$ cat src/rtl/byte_sort_engine.sv
// byte_sort_engine: framed byte sorter between a UART receive stream and its
// transmit stream. A frame is a length byte N (1..DEPTH) followed by N payload
// bytes. Each payload byte is insertion-sorted into a register buffer in the
// cycle it arrives. The sorted bytes are then streamed back in ascending order.
// An invalid length (0 or > DEPTH) is answered with the single byte 0xEE.
//
// Optional feature macro: BYTE_SORT_LEN_HEADER_EN
//   When defined, the sorted response is preceded by the length byte N.
//
// Parameters: DEPTH is the maximum payload length (2..64). CNT_W is the width
// of the length, fill-count and read-index counters.
module byte_sort_engine #(
    parameter int DEPTH = 16,
    parameter int CNT_W = $clog2(DEPTH + 1)
) (
    input  logic       clk,
    input  logic       rst,
    input  logic [7:0] rx_data_i,
    input  logic       rx_valid_i,
    output logic       rx_ready_o,
    output logic [7:0] tx_data_o,
    output logic       tx_valid_o,
    input  logic       tx_ready_i
);

    typedef enum logic [2:0] {
        S_IDLE,
        S_LOAD,
        S_SEND,
`ifdef BYTE_SORT_LEN_HEADER_EN
        S_HDR,
`endif
        S_ERR
    } state_t;

    state_t             state_q;
    state_t             state_d;

    logic [7:0]         buf_q   [DEPTH];
    logic [7:0]         ins_buf [DEPTH];
    logic               load_buf;

    logic [CNT_W-1:0]   count_q;
    logic [CNT_W-1:0]   count_d;
    logic [CNT_W-1:0]   len_q;
    logic [CNT_W-1:0]   len_d;
    logic [CNT_W-1:0]   idx_q;
    logic [CNT_W-1:0]   idx_d;
    logic [CNT_W-1:0]   idx_inc;
    logic [CNT_W-1:0]   ins_pos;
    logic               ins_found;

    logic               rx_ready_q;
    logic               rx_ready_d;
    logic               tx_valid_q;
    logic               tx_valid_d;
    logic [7:0]         tx_data_q;
    logic [7:0]         tx_data_d;
    logic [7:0]         send_next;

    logic               rx_fire;
    logic               tx_fire;
    logic               len_ok;

    assign rx_ready_o = rx_ready_q;
    assign tx_valid_o = tx_valid_q;
    assign tx_data_o  = tx_data_q;

    // rx_ready is high only in IDLE/LOAD and tx_valid only in SEND/ERR/HDR,
    // so the two handshakes can never coincide.
    assign rx_fire = rx_valid_i && rx_ready_q;
    assign tx_fire = tx_valid_q && tx_ready_i;
    assign len_ok  = (rx_data_i != 8'h00) && (rx_data_i <= 8'(DEPTH));
    assign idx_inc = idx_q + CNT_W'(1);

    // Find the insertion slot (first stored entry strictly greater than the
    // incoming byte, keeping equal bytes stable) and build the shifted buffer.
    always_comb begin
        ins_pos   = count_q;
        ins_found = 1'b0;
        for (int i = 0; i < DEPTH; i++) begin
            if (!ins_found && (CNT_W'(i) < count_q) && (buf_q[i] > rx_data_i)) begin
                ins_pos   = CNT_W'(i);
                ins_found = 1'b1;
            end
        end

        ins_buf[0] = (ins_pos == CNT_W'(0)) ? rx_data_i : buf_q[0];
        for (int i = 1; i < DEPTH; i++) begin
            ins_buf[i] = buf_q[i];
            if (CNT_W'(i) == ins_pos) begin
                ins_buf[i] = rx_data_i;
            end else if ((CNT_W'(i) > ins_pos) && (CNT_W'(i) <= count_q)) begin
                ins_buf[i] = buf_q[i-1];
            end
        end
    end

    // Look up the byte that follows the one currently on tx_data_o.
    always_comb begin
        send_next = 8'h00;
        for (int i = 0; i < DEPTH; i++) begin
            if (CNT_W'(i) == idx_inc) begin
                send_next = buf_q[i];
            end
        end
    end

    // Next-state logic; the registered outputs are computed from the next state
    // so they change on the same edge as the state itself.
    always_comb begin
        state_d    = state_q;
        count_d    = count_q;
        len_d      = len_q;
        idx_d      = idx_q;
        load_buf   = 1'b0;
        tx_valid_d = tx_valid_q;
        tx_data_d  = tx_data_q;

        case (state_q)
            S_IDLE: begin
                if (rx_fire) begin
                    count_d = '0;
                    idx_d   = '0;
                    if (len_ok) begin
                        len_d   = rx_data_i[CNT_W-1:0];
                        state_d = S_LOAD;
                    end else begin
                        state_d    = S_ERR;
                        tx_valid_d = 1'b1;
                        tx_data_d  = 8'hEE;
                    end
                end
            end

            S_LOAD: begin
                if (rx_fire) begin
                    load_buf = 1'b1;
                    count_d  = count_q + CNT_W'(1);
                    if (count_q + CNT_W'(1) == len_q) begin
                        idx_d      = '0;
                        tx_valid_d = 1'b1;
`ifdef BYTE_SORT_LEN_HEADER_EN
                        state_d    = S_HDR;
                        tx_data_d  = 8'(len_q);
`else
                        state_d    = S_SEND;
                        tx_data_d  = ins_buf[0];
`endif
                    end
                end
            end

`ifdef BYTE_SORT_LEN_HEADER_EN
            S_HDR: begin
                if (tx_fire) begin
                    state_d   = S_SEND;
                    idx_d     = '0;
                    tx_data_d = buf_q[0];
                end
            end
`endif

            S_SEND: begin
                if (tx_fire) begin
                    if (idx_q == len_q - CNT_W'(1)) begin
                        state_d    = S_IDLE;
                        idx_d      = '0;
                        tx_valid_d = 1'b0;
                        tx_data_d  = 8'h00;
                    end else begin
                        idx_d     = idx_inc;
                        tx_data_d = send_next;
                    end
                end
            end

            S_ERR: begin
                if (tx_fire) begin
                    state_d    = S_IDLE;
                    tx_valid_d = 1'b0;
                    tx_data_d  = 8'h00;
                end
            end

            default: begin
                state_d    = S_IDLE;
                tx_valid_d = 1'b0;
                tx_data_d  = 8'h00;
            end
        endcase

        rx_ready_d = (state_d == S_IDLE) || (state_d == S_LOAD);
    end

    // State, counters and the registered handshake outputs.
    always_ff @(posedge clk or posedge rst) begin
        if (rst) begin
            state_q    <= S_IDLE;
            count_q    <= '0;
            len_q      <= '0;
            idx_q      <= '0;
            rx_ready_q <= 1'b1;
            tx_valid_q <= 1'b0;
            tx_data_q  <= 8'h00;
        end else begin
            state_q    <= state_d;
            count_q    <= count_d;
            len_q      <= len_d;
            idx_q      <= idx_d;
            rx_ready_q <= rx_ready_d;
            tx_valid_q <= tx_valid_d;
            tx_data_q  <= tx_data_d;
        end
    end

    // Sort buffer: takes the shifted/inserted image on every accepted payload byte.
    always_ff @(posedge clk or posedge rst) begin
        if (rst) begin
            for (int i = 0; i < DEPTH; i++) begin
                buf_q[i] <= 8'h00;
            end
        end else if (load_buf) begin
            for (int i = 0; i < DEPTH; i++) begin
                buf_q[i] <= ins_buf[i];
            end
        end
    end

endmodule
$ cat config.mk
export PLATFORM = sky130hd
export DESIGN_NAME = byte_sort_engine
export DESIGN_NICKNAME = d
export VERILOG_FILES = /design/src/rtl/byte_sort_engine.sv
export SDC_FILE = /design/constraint.sdc
export NUM_CORES = 1
export LEC_CHECK = 0
export ABC_CLOCK_PERIOD_IN_PS = 9400
export BUFFER_PORTS_ARGS = -buffer_cell sky130_fd_sc_hd__buf_2
export CELL_PAD_IN_SITES_DETAIL_PLACEMENT = 0
export CELL_PAD_IN_SITES_GLOBAL_PLACEMENT = 1
export CORE_AREA = 2 2 226 228
export CTS_CLUSTER_DIAMETER = 40
export DETAILED_ROUTE_END_ITERATION = 6
export DIE_AREA = 0 0 228 230
export PLACE_DENSITY_LB_ADDON = 0.3
export SETUP_SLACK_MARGIN = 0.1
export SLEW_MARGIN = 10
export SYNTH_ARGS = -nofsm -noshare
export SYNTH_HDL_FRONTEND = slang
export SYNTH_SLANG_ARGS = --single-unit
$ cat constraint.sdc
create_clock -name clk -period 9.4 [get_ports clk]
set_input_delay 0.47 -clock clk [delete_from_list [all_inputs] [get_ports clk]]
set_output_delay 0.47 -clock clk [all_outputs]
set_load 0.005 [all_outputs]
# After elaboration in Yosys (flattened, before gate mapping)
# Index checks and enable logic that the tools add are counted.
totals:
  register_bits: 156
  elab_cells: 351
  out_inout_bits: 10
  input_bits: 12
classes:
  n_addsub: 3
  n_lt_le_gt_ge: 63
  reduce_logical: 107
  n_mux: 112
  eq_ne: 43
op_table:
  columns: ["op", "n"]
  rows:
  - ["2-to-1 mux 8 bit", 54]
  - ["greater-than comparator 8 bit", 16]
  - ["2-to-1 mux 5 bit", 22]
  - ["== test 4 x 5 -> 1 bit, first input constant", 16]
  - ["logical AND 1 bit", 49]
  - ["== test 3 x 5 -> 1 bit, first input constant", 8]
  - ["greater-than comparator 4 x 5 -> 1 bit, first input constant", 8]
  - ["<= comparator 4 x 5 -> 1 bit, first input constant", 8]
  - ["< comparator 4 x 5 -> 1 bit, first input constant", 8]
  - ["case mux 8 bit (4 select lines)", 1]
  - ["nonzero test 2 bit", 16]
  - ["AND reduction 2 bit", 15]
  - ["2-to-1 mux 1 bit", 24]
  - ["== test 2 x 5 -> 1 bit, first input constant", 4]
  - ["greater-than comparator 3 x 5 -> 1 bit, first input constant", 4]
  - ["<= comparator 3 x 5 -> 1 bit, first input constant", 4]
  - ["< comparator 3 x 5 -> 1 bit, first input constant", 4]
  - ["2-to-1 mux 3 bit", 6]
  - ["logical NOT 1 bit", 15]
  - ["case mux 5 bit (3 select lines)", 1]
  - ["inequality test 2 bit, second input constant", 7]
  - ["case mux 3 bit (4 select lines)", 1]
  - ["adder 5 x 1 -> 5 bit, second input constant", 2]
  - ["== test 1 x 5 -> 1 bit, first input constant", 2]
  - ["other kinds (23)", 33]

# Depth between registers and ports, before layout
# Gate-level depths: netlist (run 1).
logic_depth:
  ltp_word: 68
  mapped_depth: 17
  ltp_nobuf: 13

# Worst setup path before layout (run 1)
# No wires, ideal clock.
synth_timing:
  kind: "input to register"
  startpoint: "in rx_data_i[1]"
  endpoint: "reg buf_q[57] (netlist name)"
  setup_time_ns: 0.125
  slack_ns: 4.814
  required_ns: 9.275
  t_arrival_ns: 4.461
  cell_stages: 16
  n_path_buf: 3
  path_cell_list: "clkbuf_1 > clkbuf_1 > inv_1 > ha_1 > nor2b_1 > o211ai_1 > a21oi_1 > o31ai_1 > nor4b_4 > nand2_2 > o22a_1 > o21ai_4 > buf_6 > nand3_2 > a211oi_4 > mux2_2"
synth_via:
  elab_chain_cells: 67
  elab_cells_between_ends: 99
  classes_between: "order compare: 17; eq/ne: 1; mux: 32; reduce/logical: 49"
synth_lines:
  columns: ["element", "line_no", "rtl"]
  rows:
  - ["start: declaration", "18", "input logic [7:0] rx_data_i,"]
  - ["greater-than comparator 8 bit", "82", "if (!ins_found && (CNT_W'(i) < count_q) && (buf_q[i] > rx_data_i)) begin"]
  - ["logical AND 1 bit", "82", null]
  - ["2-to-1 mux 1 bit", "82", null]
  - ["logical NOT 1 bit", "82", null]
  - ["logical AND 1 bit (2 in series)", "82", null]
  - ["2-to-1 mux 1 bit", "82", null]
  - ["logical NOT 1 bit", "82", null]
  - ["logical AND 1 bit (2 in series)", "82", null]
  - ["(+48 left out)", null, null]
  - ["2-to-1 mux 1 bit", "82", null]
  - ["logical NOT 1 bit", "82", null]
  - ["logical AND 1 bit (2 in series)", "82", null]
  - ["2-to-1 mux 5 bit", "82", null]
  - ["greater-than comparator 4 x 5 -> 1 bit", "93", "end else if ((CNT_W'(i) > ins_pos) && (CNT_W'(i) <= count_q)) begin"]
  - ["logical AND 1 bit", "93", null]
  - ["nonzero test 2 bit (no source line)", null, null]
  - ["AND reduction 2 bit (no source line)", null, null]
  - ["end signal: indexed assignment", "225", "buf_q[i] <= ins_buf[i];"]
  - ["end: declaration", "39", "logic [7:0] buf_q [DEPTH];"]
# Several ways; a longest one is shown, not always the timed one.
# A chain may end at the register's enable or synchronous reset.

# Worst setup path in the final report (run 1)
layout_timing:
  startpoint: "in rx_data_i[1]"
  endpoint: "reg buf_q[79] (netlist name)"
layout_via:
  elab_chain_cells: 67
  elab_cells_between_ends: 99
  classes_between: "order compare: 17; eq/ne: 1; mux: 32; reduce/logical: 49"
layout_lines:
  columns: ["element", "line_no"]
  rows:
  - ["greater-than comparator 8 bit", "82"]
  - ["logical AND 1 bit", "82"]
  - ["2-to-1 mux 1 bit", "82"]
  - ["logical NOT 1 bit", "82"]
  - ["logical AND 1 bit (2 in series)", "82"]
  - ["2-to-1 mux 1 bit", "82"]
  - ["logical NOT 1 bit", "82"]
  - ["logical AND 1 bit (2 in series)", "82"]
  - ["(+48 left out)", null]
  - ["2-to-1 mux 1 bit", "82"]
  - ["logical NOT 1 bit", "82"]
  - ["logical AND 1 bit (2 in series)", "82"]
  - ["2-to-1 mux 5 bit (*)", "82"]
  - ["greater-than comparator 3 x 5 -> 1 bit", "93"]
  - ["logical AND 1 bit", "93"]
  - ["nonzero test 2 bit (no source line)", null]
  - ["AND reduction 2 bit (no source line)", null]
# Mark *: on every way between the ends. The rest lies on a longest branch, timed or not.

==> metrics, run 1 <==
Vias 11500; post-CTS setup buffer count 0; Worst setup EP type flip-flop; unrepaired setup endpoints after global routing false; endpoints failing setup 0; crit-path max cell delay around 0.88 ns; VDD IR max ~0.11 mV; fin crit period ~5.7 ns; Post-CTS Hold Fix Bufs 0; wire per inst around 26 um; htree depth 4; initial drt markers around 870; CP Class in2reg; Post-Place Cells 2040; Die Span X 228 um; Clock Latency Late Sink roughly 0.47 ns; DRC Markers 0; worst-margin pin slew around 1.2 ns; critical path launch point type input pin; GRT Total Usage 0.205; GRT Residual Overflow 0; DRT antenna net count 0; die area between 50000 and 60000 um2; CP arrival approximately 6 ns; final wirelength around 53 mm; number of synthesized flops with an enable pin 0; final core utilization 0.291; Worst EP required about 9.8 ns; Leak Pwr about 6.6 nW; share of cells above drive strength 1 0.159; CTS resizes 0; DR pass1 iterations 7; DR vias/cell roughly 5.5; crit-path cells buf_2 -> buf_4 -> inv_1 -> ha_1 -> nor2b_1 -> o211ai_1 -> a21oi_1 -> o31ai_1 -> nor4b_4 -> nand2_2 -> o22a_1 -> o21ai_4 -> nand3_4 -> a311oi_4 -> mux2_2; Area Overhead vs Synth 12.2%; pin count of the biggest net entering global routing slightly below 80; clk_skew ~0.013 ns; non-filler instance count after layout about 2100; Nets 1536; # clock sinks roughly 160; HP Class in2async; final worst slack about 3.7 ns; Pwr Density 163 nW/um2; pre-CTS setup slack 3.30 ns; Final Hold Vio Count 0; register-to-register setup slack 4.53 ns; top post-synthesis cells by area dfrtp_1 30%, ha_1 13%, mux2_2 8.2%; Initial Utilization 0.259; Ports 22; Async S/R FF share, synth 1.00; GPL Wtd Cong a little over 0.9; initial antenna violation count 0; port bufs 21; hold slack around 0.15 ns; Max Cap Viol 0; YS warnings 0; clk buf depth 2; sequential area share after synthesis 0.302; core area between 40000 and 50000 um2; Power, Total around 2.4 mW; Pins Over Slew Limit 0; post-synth cell types about 100; Mean Syn Cell Area about 9.4 um2; dpl hpwl roughly 39 mm; area share of the largest cell type after synthesis 0.300; Reg clk slew, reported paths about 0.060 ns; CP max stage cell inv_1; setup_tns 0 ns; Achievable Freq ~0.18 GHz; area leader, netlist dfrtp_1; Die Y between 200 and 250 um; Root Buffer clkbuf_16; syn nets between 1500 and 2000; status completed; Row Count 82; Non-Filler Cell Area, Final 14500 um2; first-pass GRT wire length roughly 80 mm; worst-path fanout max 22; #FFs+latches synth approximately 160; TritonCTS Buffers 17; Top FF cell, synth dfrtp_1; CTS tree done; vias in the first global route roughly 11000; Rel. slew slack 0.222; ANT cells 0; Syn Inst Count around 1400; period utilization 0.601; dpl cell area ~14000 um2; Syn Std Cell Area between 10000 and 15000 um2
-- synth_stat cells, drive strengths merged, types with 18 or more instances --
cell / n
nor3: 20
buf: 18
nand2: 110
o211ai: 26
mux2: 100
dfrtp: 155
ha: 137
nand2b: 21
a211oi: 18
o21ai: 80
nor2b: 27
a21oi: 91
mux2i: 58
nand3: 45
nor2: 105
nand4: 29
inv: 40
a221oi: 20
clkbuf: 40
-- cell usage in the layout, fill, tap and decap left out, types with 17 or more instances in the layout --
master / n
nor2_1: 100
dfrtp_1: 155
mux2_2: 94
nand4_1: 29
ha_1: 137
nor3_1: 17
o211ai_1: 26
a221oi_1: 20
nand2_1: 108
nor2b_1: 27
mux2i_1: 58
buf_2: 21
nand3_1: 37
nand2b_1: 21
buf_4: 27
a211oi_1: 17
clkbuf_16: 17
o21ai_0: 75
inv_1: 39
a21oi_1: 89
-- area by class of cell --
cell class / count / area (um2)
timing repair buffer: 48 / 308
sequential: 156 / 3910
fill: 5299 / 35400
multi-input combinational: 1123 / 8610
clock inverter: 6 / 155
tap: 672 / 841
clock buffer: 26 / 519
inverter: 41 / 159
-- logic make-up (layout without fill, tap and decap cells) --
family	count (synthesis)	in the layout	share of synthesized area
AND/OR/NAND/NOR	427	427	0.180
AO/OA/AOI/OAI	386	386	0.212
multiplexers	158	158	0.132
flip-flops	156	156	0.302
adder cells (fa/ha/maj)	137	137	0.133
buffers and inverters	99	121	0.0316
XOR/XNOR	14	14	0.00949
other	1	1	0.000290
-- power breakdown --
group          total (mW)  leakage (nW)  internal, mW  switching [mW]
registers           0.839          2.09         0.726           0.113
clock network       0.825         0.331         0.514           0.311
logic               0.696          4.16         0.240           0.456
-- metal layers --
metal  wire (um)  share of wire  vias to the layer above  track usage
met5           0              0                        -            0
met4        1730          0.033                        0       0.0795
met3        2710          0.051                       86       0.0280
met2       24000           0.45                      364        0.323
met1       24600           0.46                     5738        0.282
li1            -              -                     5268            -
-- critical path: cells and delay by family --
kind            cells  cell delay, ns
fa+ha+maj           1            0.39
simple gates        4            1.02
mux                 1            0.40
compound gates      6            2.48
buf+inv             3            1.22
-- final timing paths --
check                              from           end  cells past startpoint
max                        rx_data_i[1]     buf_q[79]                     15
min                                 rst     buf_q[32]                      2
max reg2reg                  count_q[4]     buf_q[79]                     11
min reg2reg                tx_data_o[0]  tx_data_o[0]                      2
max in group asynchronous           rst    rx_ready_o                      4
min in group clk             tx_ready_i    state_q[0]                      4
-- registers in the layout, summed over array words and instances (netlist names) --
signal	cells
tx_valid_o	1
tx_data_o	8
idx_q	5
count_q	5
state_q	3
rx_ready_o	1
len_q	5
buf_q	128
Power figures use the tool's default switching activity.
==> run 2: changes to the inputs <==
--- a/config.mk
+++ b/config.mk
@@ -5,7 +5,7 @@
 export SDC_FILE = /design/constraint.sdc
 export NUM_CORES = 1
 export LEC_CHECK = 0
-export ABC_CLOCK_PERIOD_IN_PS = 9400
+export ABC_CLOCK_PERIOD_IN_PS = 4850
 export BUFFER_PORTS_ARGS = -buffer_cell sky130_fd_sc_hd__buf_2
 export CELL_PAD_IN_SITES_DETAIL_PLACEMENT = 0
 export CELL_PAD_IN_SITES_GLOBAL_PLACEMENT = 1
==> constraint.sdc (replaced) <==
create_clock -name clk -period 4.85 [get_ports clk]
set_input_delay 0.2425 -clock clk [delete_from_list [all_inputs] [get_ports clk]]
set_output_delay 0.2425 -clock clk [all_outputs]
set_load 0.005 [all_outputs]
==> metrics, run 2 (synthesis gave the netlist of run 1 again) <==
worst-margin pin slew 1.08 ns; commonest cells after routing, fill and taps aside 155 x dfrtp_1, 137 x ha_1, 108 x nand2_1, 100 x nor2_1, 94 x mux2_2; htree depth 4; final worst slack between 0.2 and 0.3 ns; # clock sinks ~160; Biggest register buf_q; final wirelength between 50 and 60 mm; commonest non-fill, non-tap cell in the layout dfrtp_1; ANT cells 0; filler cell count 5316; Leak Pwr just under 7 nW; r2r worst-path depth 13; core area 49900 um2; first-pass GRT wire length between 80 and 90 mm; TritonCTS Buffers 17; worst path bufs/invs 1; reg2reg end buf_q[18]; most frequent CP cell mux2_2; pre-CTS setup slack -0.0160 ns; GRT Residual Overflow 0; vias in the first global route between 10000 and 15000; period utilization 0.944; Row Count slightly above 80; Reg clk slew, reported paths 0.07 ns; crit-path cells ha_1 -> nor2b_1 -> o211ai_1 -> a21oi_1 -> o31ai_1 -> nand4b_4 -> nor4b_1 -> o22a_1 -> o21ai_4 -> buf_4 -> nor3b_4 -> mux2_2 -> mux2_2; critical path launch point type flip-flop; CTS tree done; hold slack ~0.20 ns; Critical R2R Launch buf_q[105]; crit-path max cell delay ~0.6 ns; Non-Filler Cell Area, Final 14900 um2; endpoints failing setup 0; worst-path fanout max 12; GPL Wtd Cong just over 0.9; Root Buffer clkbuf_16; Vias roughly 12000; Ports 22; fin crit period approximately 4.6 ns; DRC Markers 0; CP arrival just under 5 ns; Crit path depth 13; DR vias/cell about 5.5; share of cells above drive strength 1 0.187; unrepaired setup endpoints after global routing false; Initial Utilization 0.259; CP Class reg2reg; Worst setup EP type flip-flop; DR pass1 iterations 6; Area Overhead vs Synth 15.0%; Worst EP required approximately 5.2 ns; Nets between 1500 and 2000; wire per inst between 20 and 30 um; Critical Path End buf_q[18]; pin count of the biggest net entering global routing 84; CP max stage cell o31ai_1; port bufs 21; Clock Latency Late Sink between 0.4 and 0.5 ns; Die Span X around 230 um; die area roughly 52000 um2; initial drt markers 1045; Pwr Density just over 300 nW/um2; initial antenna violation count 1; dpl hpwl slightly above 40 mm; crit path from buf_q[105]; Achievable Freq roughly 0.22 GHz; Final Hold Vio Count 0; Rel. slew slack 0.273; GRT Total Usage 0.208; HP Class in2reg; DRT antenna net count 0; status completed; setup_tns 0 ns; clk_skew 0.0114 ns; clk buf depth 2; dpl cell area approximately 14000 um2; Top delay family on crit path simple AND/OR/NAND/NOR gates; post-CTS setup buffer count 0; Pins Over Slew Limit 0; Largest register FFs 128; Power, Total around 4.6 mW; Max Cap Viol 0; Die Y 230 um; register-to-register setup slack ~0.27 ns; VDD IR max 0.206 mV
==> run 2: worst min-delay path by stage <==
stage,start,to,cells after the start
final,tx_ready_i,state_q[0],4
after global routing,tx_ready_i,state_q[0],4
after CTS,tx_ready_i,state_q[0],4
after detailed placement,rst,buf_q[32],2
after global placement,rst,buf_q[32],2
after floorplan,tx_data_o[4],tx_data_o[4],2
==> run 2: layout make-up <==
cell class	instances	area, um2	area share
multi-input combinational	1123	8610	0.580
sequential	156	3910	0.263
tap	672	841	0.0566
timing repair buffer	97	703	0.0473
clock buffer	20	437	0.0294
clock inverter	12	195	0.0131
inverter	41	159	0.0107
==> run 2: layer usage <==
metal,GRT usage,up-vias,share of wire
met5,0,-,0.00024
met4,0.0600,2,0.021
met3,0.0305,54,0.053
met2,0.329,373,0.45
met1,0.292,5941,0.48
li1,-,5355,-
==> run 2: stage by stage <==
stage,utilization,instances
finish,0.298,2121
global route,0.298,2121
CTS,0.298,2121
detailed placement,0.285,2088
global placement,0.285,2088
floorplan,-,1378
==> run 2: timing repair <==
| item | 4_1_cts | 5_1_grt |
|---|---|---|
| endpoints found under the setup margin | 0 | 0 |
| endpoints found under the hold margin | 72 | 0 |
| hold buffers | 1 | 0 |
| resized for setup | 0 | 0 |
==> run 2: report_power, final <==
| part | internal (mW) | switching, mW |
|---|---|---|
| registers | 1.41 | 0.162 |
| logic | 0.531 | 0.964 |
| clock network | 0.909 | 0.605 |
==> run 2: worst reg2reg max path: cells and delay by family (launching register included) <==
family / cells / cell delay (ns)
simple gates: 4 / 1.45
compound gates: 5 / 1.39
buf+inv: 1 / 0.25
flops: 1 / 0.43
mux: 2 / 0.65
fa+ha+maj: 1 / 0.30
==> run 3: changes to the inputs <==
--- a/config.mk
+++ b/config.mk
@@ -9,11 +9,11 @@
 export BUFFER_PORTS_ARGS = -buffer_cell sky130_fd_sc_hd__buf_2
 export CELL_PAD_IN_SITES_DETAIL_PLACEMENT = 0
 export CELL_PAD_IN_SITES_GLOBAL_PLACEMENT = 1
-export CORE_AREA = 2 2 226 228
+export CORE_AREA = 3 3 227 229
 export CTS_CLUSTER_DIAMETER = 40
 export DETAILED_ROUTE_END_ITERATION = 6
-export DIE_AREA = 0 0 228 230
-export PLACE_DENSITY_LB_ADDON = 0.3
+export DIE_AREA = 0 0 230 232
+export PLACE_DENSITY = 0.56
 export SETUP_SLACK_MARGIN = 0.1
 export SLEW_MARGIN = 10
 export SYNTH_ARGS = -nofsm -noshare
==> metrics, run 3 (synthesis gave the netlist of run 1 again) <==
net switching power approximately 1.7 mW; fin crit period 4.55 ns; Row Count 82; Achievable Freq between 0.2 and 0.25 GHz; core area approximately 50000 um2; Worst Hold Path EP state_q[0]; Worst setup EP type flip-flop; DR pass1 iterations 6; final core utilization 0.294; DRT antenna net count 0; htree depth 4; port bufs 21; CTS resizes 0; initial drt markers ~1000; clk buf depth 2; DR vias/cell 5.54; post-CTS setup buffer count 0; endpoints failing setup 0; Die Span X between 200 and 250 um; Die Y about 230 um; Post-CTS Hold Fix Bufs 1; Vias between 10000 and 15000; pin count of the biggest net entering global routing between 90 and 100; Pwr Density just under 300 nW/um2; crit-path cells ha_1 -> a211o_1 -> o211ai_1 -> nand4b_1 -> and3_1 -> nor4b_4 -> nand2_2 -> o22a_1 -> o21ai_4 -> a41oi_1 -> nand2b_1 -> mux2_2; Clock Latency Late Sink 0.49 ns; sw frac 0.392; initial antenna violation count 1; CP arrival around 4.9 ns; Worst EP required between 5 and 6 ns; CTS tree done; setup_tns 0 ns; clk_skew ~0.016 ns; combinational share of power 0.315; hold_sp tx_ready_i; pre-CTS setup slack approximately 0.16 ns; commonest non-fill, non-tap cell in the layout dfrtp_1; period utilization 0.938; status completed; final worst slack about 0.30 ns; Reg clk slew, reported paths roughly 0.070 ns; final wirelength between 50 and 60 mm; Area Overhead vs Synth 13.6%; GPL Wtd Cong between 0.9 and 1; dpl hpwl a little over 40 mm; Clock Power Share 0.314; CP Class reg2reg; die area 53400 um2; # clock sinks between 150 and 200; Pins Over Slew Limit 0; critical path launch point type flip-flop; Non-Filler Cell Area, Final 14700 um2; non-filler instance count after layout approximately 2100; TritonCTS Buffers 17; GRT Residual Overflow 0; Nets around 1600; unrepaired setup endpoints after global routing false; Max Cap Viol 0; worst-path fanout max 22; Critical R2R Launch buf_q[125]; Hold Path Depth 4; Biggest register buf_q; r2r worst-path depth 12; ANT cells 0; VDD IR max 0.267 mV; CP max stage cell o21ai_4; wire per inst 25.4 um; Leak Pwr between 6 and 7 nW; Ports 22; Initial Utilization 0.259; sequential power share 0.370; reg2reg end buf_q[93]; Final Hold Vio Count 0; vias in the first global route roughly 12000; first-pass GRT wire length around 80 mm; commonest cells after routing, fill and taps aside 155 x dfrtp_1, 137 x ha_1, 108 x nand2_1, 100 x nor2_1, 94 x mux2_2; GRT Total Usage 0.201; Largest register FFs around 130; DRC Markers 0; register-to-register setup slack roughly 0.3 ns; worst-margin pin slew 1.24 ns; Rel. slew slack 0.163; Post-Place Cells between 2000 and 2500; Root Buffer clkbuf_16; HP Class in2reg; crit-path max cell delay 0.77 ns; dpl cell area 14100 um2; share of cells above drive strength 1 0.180; internal power roughly 2.7 mW
run 3: cell count changes in the layout (fill, tap and decap cells not counted), sizes merged:
cell | previous run | this run
bufinv | 5 | 2
clkinv | 4 | 5
clkbuf | 20 | 21
buf | 96 | 81
inv | 40 | 41
run 3: critical path, delay by kind of cell (launching register included):
family / cells / cell delay, ns
AO/OA/AOI/OAI: 5 / 1.80
AND/OR/NAND/NOR: 5 / 1.33
flip-flops: 1 / 0.59
multiplexers: 1 / 0.37
adder cells (fa/ha/maj): 1 / 0.33
run 3: cell type report:
| cell class | instances | area, um2 |
|---|---|---|
| well taps | 672 | 841 |
| multi-input cells | 1123 | 8630 |
| flip-flops and latches | 156 | 3910 |
| fillers | 5318 | 35200 |
| clock buffers | 21 | 450 |
| clock inverters | 11 | 119 |
| inverters | 41 | 159 |
| repair buffers | 82 | 578 |
run 3: worst max path at each step:
| stage | from | to | slack (ns) | depth (start not counted) |
|---|---|---|---|---|
| 3_3_place_gp | rx_data_i[6] | buf_q[22] | 0.19 | 13 |
| 3_5_place_dp | rx_data_i[6] | buf_q[63] | 0.16 | 14 |
| 6_report | buf_q[125] | buf_q[93] | 0.30 | 12 |
| 4_1_cts | buf_q[125] | buf_q[93] | 0.36 | 12 |
| 2_1_floorplan | rst | buf_q[0] | 0.40 | 1 |
| 5_1_grt | buf_q[125] | buf_q[59] | 0.10 | 12 |
run 3: power groups by stage:
stage	clock [mW]	sequential [mW]	combinational, mW
floorplan	0	1.52	0.882
global placement	0	1.64	1.35
detailed placement	0	1.64	1.35
CTS	1.42	1.61	1.36
global route	1.46	1.63	1.49
finish	1.38	1.62	1.38
run 3: through the flow:
step	hold WS, ns	total power [mW]
final	0.185	4.38
after global routing	0.212	4.58
after CTS	0.125	4.39
after detailed placement	0.379	2.99
after global placement	0.367	2.99
after floorplan	0.480	2.41
run 3: routing by layer:
metal  share of wire  GRT usage
met1            0.46      0.278
met2            0.45      0.316
met3           0.056     0.0358
met4           0.028     0.0700
met5               0          0
